## src/rtl/path_mon_pkg.sv

```systemverilog
// Shared types and constants for the path monitor.
package path_mon_pkg;

  typedef enum logic [2:0] {
    S_IDLE  = 3'd0,
    S_LOAD  = 3'd1,
    S_READY = 3'd2,
    S_RUN   = 3'd3,
    S_DONE  = 3'd4,
    S_TOUT  = 3'd5
  } state_e;

  localparam logic [31:0] ADDR_NODE_DEF = 32'h0200_0008;
  localparam logic [31:0] ADDR_DONE_DEF = 32'h0200_000c;

  // Width of the node/error counters: they must reach DEPTH+1 (one extra node).
  function automatic int cnt_w(input int depth);
    return $clog2(depth + 2);
  endfunction

endpackage

```

## src/rtl/path_exp_mem.sv

```systemverilog
// Expected-node buffer: one write port, one asynchronous read port.
module path_exp_mem #(
  parameter int DEPTH  = 16,
  parameter int NODE_W = 5,
  localparam int AW    = $clog2(DEPTH)
) (
  input  logic              clk,
  input  logic              we,
  input  logic [AW-1:0]     waddr,
  input  logic [NODE_W-1:0] wdata,
  input  logic [AW-1:0]     raddr,
  output logic [NODE_W-1:0] rdata
);

  logic [NODE_W-1:0] mem_q [DEPTH];

  // Contents need no reset; only entries below exp_cnt are ever read.
  always_ff @(posedge clk) begin
    if (we) mem_q[waddr] <= wdata;
  end

  assign rdata = mem_q[raddr];

endmodule

```

## src/rtl/path_monitor.sv

```systemverilog
// Snoops CPU bus writes of node points and checks them against a loaded path.
module path_monitor
  import path_mon_pkg::*;
#(
  parameter int          DEPTH       = 16,
  parameter int          NODE_W      = 5,
  parameter logic [31:0] ADDR_NODE   = ADDR_NODE_DEF,
  parameter logic [31:0] ADDR_DONE   = ADDR_DONE_DEF,
  parameter int          TIMEOUT_CYC = 100000,
  localparam int         CW          = cnt_w(DEPTH),
  localparam int         EW          = $clog2(DEPTH + 1)
) (
  input  logic              clk,
  input  logic              reset,
  input  logic              clear,
  input  logic              exp_valid,
  input  logic [NODE_W-1:0] exp_data,
  input  logic              exp_last,
  output logic              exp_ready,
  input  logic              start,
  input  logic              MemWrite,
  input  logic [31:0]       DataAdr,
  input  logic [31:0]       WriteData,
  output logic              busy,
  output logic              done,
  output logic              pass,
  output logic              timeout,
  output logic [CW-1:0]     error_count,
  output logic [CW-1:0]     node_count,
  output logic [EW-1:0]     first_err_idx
);

  localparam int          AW      = $clog2(DEPTH);
  localparam int          TW      = $clog2(TIMEOUT_CYC + 1);
  localparam logic [EW-1:0] DEPTH_V = EW'(DEPTH);
  localparam logic [TW-1:0] TLAST   = TW'(TIMEOUT_CYC - 1);

  state_e            state_q, state_d;
  logic [EW-1:0]     exp_cnt_q, exp_cnt_d;
  logic [CW-1:0]     node_q, node_d;
  logic [CW-1:0]     err_q, err_d;
  logic [EW-1:0]     ferr_q, ferr_d;
  logic [TW-1:0]     cyc_q, cyc_d;
  logic [NODE_W-1:0] exp_rd;
  logic              exp_acc, node_wr, done_wr, extra, bad, err_ev;

  path_exp_mem #(.DEPTH(DEPTH), .NODE_W(NODE_W)) u_mem (
    .clk  (clk),
    .we   (exp_acc),
    .waddr(exp_cnt_q[AW-1:0]),
    .wdata(exp_data),
    .raddr(node_q[AW-1:0]),
    .rdata(exp_rd)
  );

  // Bus decode; only meaningful while running.
  always_comb begin
    exp_acc = exp_valid && exp_ready;
    node_wr = (state_q == S_RUN) && MemWrite && (DataAdr == ADDR_NODE);
    done_wr = (state_q == S_RUN) && MemWrite && (DataAdr == ADDR_DONE) && (WriteData == 32'd1);
    extra   = node_q >= CW'(exp_cnt_q);
    // !== makes X/Z on the bus a mismatch in simulation; synthesizes as !=.
    bad     = (WriteData[31:NODE_W] !== '0) || (WriteData[NODE_W-1:0] !== exp_rd);
    err_ev  = (node_wr && (extra || bad)) || (done_wr && (node_q < CW'(exp_cnt_q)));
  end

  // State register; reset wins over everything.
  always_ff @(posedge clk) begin
    if (reset) state_q <= S_IDLE;
    else       state_q <= state_d;
  end

  // Next-state logic; a done write beats the timeout in the same cycle.
  always_comb begin
    state_d = state_q;
    if (clear) state_d = S_IDLE;
    else begin
      case (state_q)
        S_IDLE:  if (exp_acc) state_d = exp_last ? S_READY : S_LOAD;
        S_LOAD:  if (exp_acc && exp_last) state_d = S_READY;
        S_READY: if (start) state_d = S_RUN;
        S_RUN: begin
          if (done_wr)             state_d = S_DONE;
          else if (cyc_q == TLAST) state_d = S_TOUT;
        end
        default: state_d = state_q;
      endcase
    end
  end

  // Outputs decoded from state and counters.
  always_comb begin
    exp_ready     = ((state_q == S_IDLE) || (state_q == S_LOAD)) && (exp_cnt_q < DEPTH_V);
    busy          = state_q == S_RUN;
    done          = (state_q == S_DONE) || (state_q == S_TOUT);
    timeout       = state_q == S_TOUT;
    pass          = (state_q == S_DONE) && (err_q == '0) && (node_q != '0);
    error_count   = err_q;
    node_count    = node_q;
    first_err_idx = ferr_q;
  end

  // Counter updates: load count, node/error tallies, RUN cycle count.
  always_comb begin
    exp_cnt_d = exp_cnt_q;
    node_d    = node_q;
    err_d     = err_q;
    ferr_d    = ferr_q;
    cyc_d     = cyc_q;
    if (clear) begin
      exp_cnt_d = '0;
      node_d    = '0;
      err_d     = '0;
      ferr_d    = '1;
      cyc_d     = '0;
    end else begin
      if (exp_acc) exp_cnt_d = exp_cnt_q + 1'b1;
      if (state_q == S_RUN) cyc_d = cyc_q + 1'b1;
      if (node_wr && (node_q != '1)) node_d = node_q + 1'b1;
      if (err_ev) begin
        if (err_q != '1)  err_d  = err_q + 1'b1;
        if (ferr_q == '1) ferr_d = EW'(node_q);
      end
    end
  end

  // Counter registers.
  always_ff @(posedge clk) begin
    if (reset) begin
      exp_cnt_q <= '0;
      node_q    <= '0;
      err_q     <= '0;
      ferr_q    <= '1;
      cyc_q     <= '0;
    end else begin
      exp_cnt_q <= exp_cnt_d;
      node_q    <= node_d;
      err_q     <= err_d;
      ferr_q    <= ferr_d;
      cyc_q     <= cyc_d;
    end
  end

endmodule

```

## config.mk

```make
export PLATFORM = sky130hd
export DESIGN_NAME = path_monitor
export DESIGN_NICKNAME = d
export VERILOG_FILES = /design/src/rtl/path_mon_pkg.sv /design/src/rtl/path_exp_mem.sv /design/src/rtl/path_monitor.sv
export SDC_FILE = /design/constraint.sdc
export NUM_CORES = 1
export LEC_CHECK = 0
export BUFFER_PORTS_ARGS = -buffer_cell sky130_fd_sc_hd__buf_2
export CAP_MARGIN = 20
export CORE_AREA = 2 2 115 117
export CTS_CLUSTER_DIAMETER = 80
export DETAILED_ROUTE_END_ITERATION = 10
export DIE_AREA = 0 0 117 119
export GPL_TIMING_DRIVEN = 0
export PLACE_DENSITY = 0.77
export SETUP_SLACK_MARGIN = 0.1
export SLEW_MARGIN = 5
export SYNTH_ARGS = -nofsm -noshare
export SYNTH_HDL_FRONTEND = slang
export SYNTH_SLANG_ARGS = --single-unit
export TNS_END_PERCENT = 10
```

## constraint.sdc

```tcl
create_clock -name clk -period 2.8 [get_ports clk]
set_clock_uncertainty 0.1 [all_clocks]
set_input_delay 0.14 -clock clk [delete_from_list [all_inputs] [get_ports clk]]
set_output_delay 0.14 -clock clk [all_outputs]
set_load 0.05 [all_outputs]
```

==> impl_metrics.toml <==
[final_layout]
drive_above_1_share = 0.323
design_area_um2 = 6970
fin_util = 0.541
fin_nets = 628
syn_to_final_growth_pct = 24.4
fillers = 1018
layout.cells.non_filler = 724
diodes = 0

[floorplan]
die_h_um = 119
rows = 42
core_um2 = 12900
design.die.area_um2 = 13900
die_w_um = 117
top_level_ports = 96
start_util = 0.435

[synthesis]
synthTopCellsByArea = "edfxtp_1 (43%), dfxtp_1 (16%), mux4_2 (5.2%)"
synthCells = 418
synth-edff-count = 80
synth_top_area_cell = "edfxtp_1"
synth_nets = 510
synth_top_area_frac = 0.429
syn_area_um2 = 5600
async_flop_share = 0
yosysSeqAreaShare = 0.586
synth_top_flop_cell = "edfxtp_1"
ys_seq_elements = 124
yosysWarnings = 0
syn-mean-instance-area_um2 = 13.4
synth.distinct_cells = 55

[global_routing]
grt_max_degree = 17
met2_usage = 0.336
top_usage_layer = "met2"
grt_pass1_wl_um = 20300
grtUsageMet3 = 0.0483
antenna_found_initial = 0
grt.met1_usage = 0.242
overflow = 0
track_usage = 0.198
grt_pass1_vias = 3964

[status]
status = "finished clean"

[hold_path]
hp-class = "input port to register"
worst_hold_path.num_cells = 1

[pwr]
p_leak_nw = 2.53
p_per_area_nw_per_um2 = 604
power_mw = 4.21
peakVddDrop_mv = 0.441

[setup_path]
worst-path-buf-inv = 1
cpMostUsedCell = "o21ai_4"
path_cells = "inv_1, ha_1, nand2b_1, a21o_2, a2111oi_4, nor3b_2, o21ai_4, o21ai_4, mux2i_1, nor2_1"
crit_slowest_cell = "dfxtp_2"
crit_family = "compound AO/OA/AOI/OAI gates"
critPathMaxFanout = 7
arrival_ps = 2850
cp_slowest_stage_delay_ps = 390
critPathCaptureType = "register"
required_ps = 2970
startpoint_type = "register"
ff2ff_path_depth = 10
crit_cells = 10
critPathKind = "register to register"

[detailed_routing]
firstDrtPassIters = 4
drt-vias-per-instance = 5.30
wire_per_inst_um = 18.0
dr.first_iter.drc_count = 292
drc = 0
num_vias = 3835
antenna_left = 0
drt-total-wl_um = 13000

[placed_design]
dpl-instance-area_um2 = 6300
gp_congestion = 0.959
dpl.hpwl_um = 9200
port_buffers = 95
dp_slack_ps = -196
dp_cells = 689

[sta]
fin_tns_setup_ps = 0
setup_viol = 0
fmax_mhz = 374
drv_slew = 0
period_minus_slack_ps = 2680
fin_ws_ps = 124
slew_headroom = 0.532
finalHoldViolCount = 0
rsz0062_at_grt = "yes"
hold_ws_ps = 19.7
tightest_slew_ps = 700
period_share = 0.956

[clocking]
cts_tree = "built"
path_clk_slew_ps = 50
htree_num_levels = 4
clockBufferDepth = 2
clk_latency_ps = 410
cts_buffers = 17
cts_root_buf = "clkbuf_16"
cts_num_sinks = 124

[flow_run]
cap_violations = 0
## Yosys cell counts, types with 5 or more instances
cell,instances
a21oi_1,10
and3_1,8
clkbuf_1,6
dfxtp_1,44
edfxtp_1,80
ha_1,16
inv_1,13
mux2i_1,20
mux4_1,7
mux4_2,13
nand2_1,26
nand3_1,9
nand4_1,6
nor2_1,49
nor3_1,9
nor4_1,15
o21ai_0,5
o22a_1,5
or3_1,5
xnor2_1,10
xor2_1,12
## worst paths after layout
check	startpoint	to	slack, ps
max	node_count[0]	error_count[1]	120
min reg2reg	first_err_idx[4]	first_err_idx[4]	410
min	exp_data[1]	u_mem.mem_q[8][1]	20
max reg2reg	node_count[0]	error_count[1]	120
## sequential cells by signal, summed over array words and instances, names as in the netlist, named ones only
signal,cells
exp_cnt_q,5
u_mem.mem_q,80
error_count,5
first_err_idx,5
cyc_q,17
state_q,3
node_count,5
## final cells by class
| cell class | instances | area (um^2) | area share |
|---|---|---|---|
| sequential | 124 | 3290 | 0.472 |
| clock inverter | 14 | 148 | 0.0212 |
| inverter | 13 | 48.8 | 0.00700 |
| buffer | 17 | 143 | 0.0205 |
| clock buffer | 17 | 425 | 0.0610 |
| tap | 176 | 220 | 0.0316 |
| timing repair buffer | 99 | 513 | 0.0736 |
| multi-input combinational | 264 | 2190 | 0.314 |
## per-layer routing
| metal | share of wire | wire [um] |
|---|---|---|
| met2 | 0.52 | 6740 |
| met3 | 0.053 | 686 |
| met4 | 0.024 | 316 |
| met1 | 0.41 | 5280 |
| met5 | 0 | 0 |
## logic make-up (layout without fill, tap and decap cells)
logic type                 count (synthesis)  after routing  synth area share
and+or+nand+nor                          146            146             0.132
DFF                                      124            124             0.586
muxes                                     40             40             0.121
AOI/OAI and AO/OA                         39             39            0.0543
buffers and inverters                     30            160            0.0339
xor gates and xnor gates                  23             23            0.0373
adders and majority gates                 16             16            0.0357
## cells in the final DEF (no fill, tap or decap), types with 3 or more instances in the layout
master and instances:
a21oi_1 10, a31oi_1 3, and3_1 8, buf_2 98
clkbuf_1 5, clkbuf_16 17, clkinv_4 4, clkinvlp_4 4
dfxtp_1 41, dfxtp_2 3, dlygate4sd3_1 4, edfxtp_1 80
ha_1 16, inv_1 13, mux2i_1 19, mux4_1 5
mux4_2 15, nand2_1 26, nand3_1 9, nand4_1 6
nor2_1 47, nor3_1 4, nor3_2 5, nor4_1 14
nor4b_1 3, o21ai_0 5, o22a_1 5, or3_1 5
xnor2_1 10, xor2_1 12
## power breakdown
group	switching (mW)	internal [mW]	total [mW]
Combinational	0.0992	0.0789	0.178
Clock	0.770	1.30	2.07
Sequential	0.00433	1.96	1.96
Total	0.873	3.34	4.21
## repair_timing
item / CTS / global route
endpoints found under the hold margin: 8 / 0
endpoints found under the setup margin: 25 / 26
buffers inserted: 1 / 0
resized for setup: 11 / 8
pin swaps: 3 / 2
hold buffers: 3 / 0
Power figures use the tool's default switching activity.
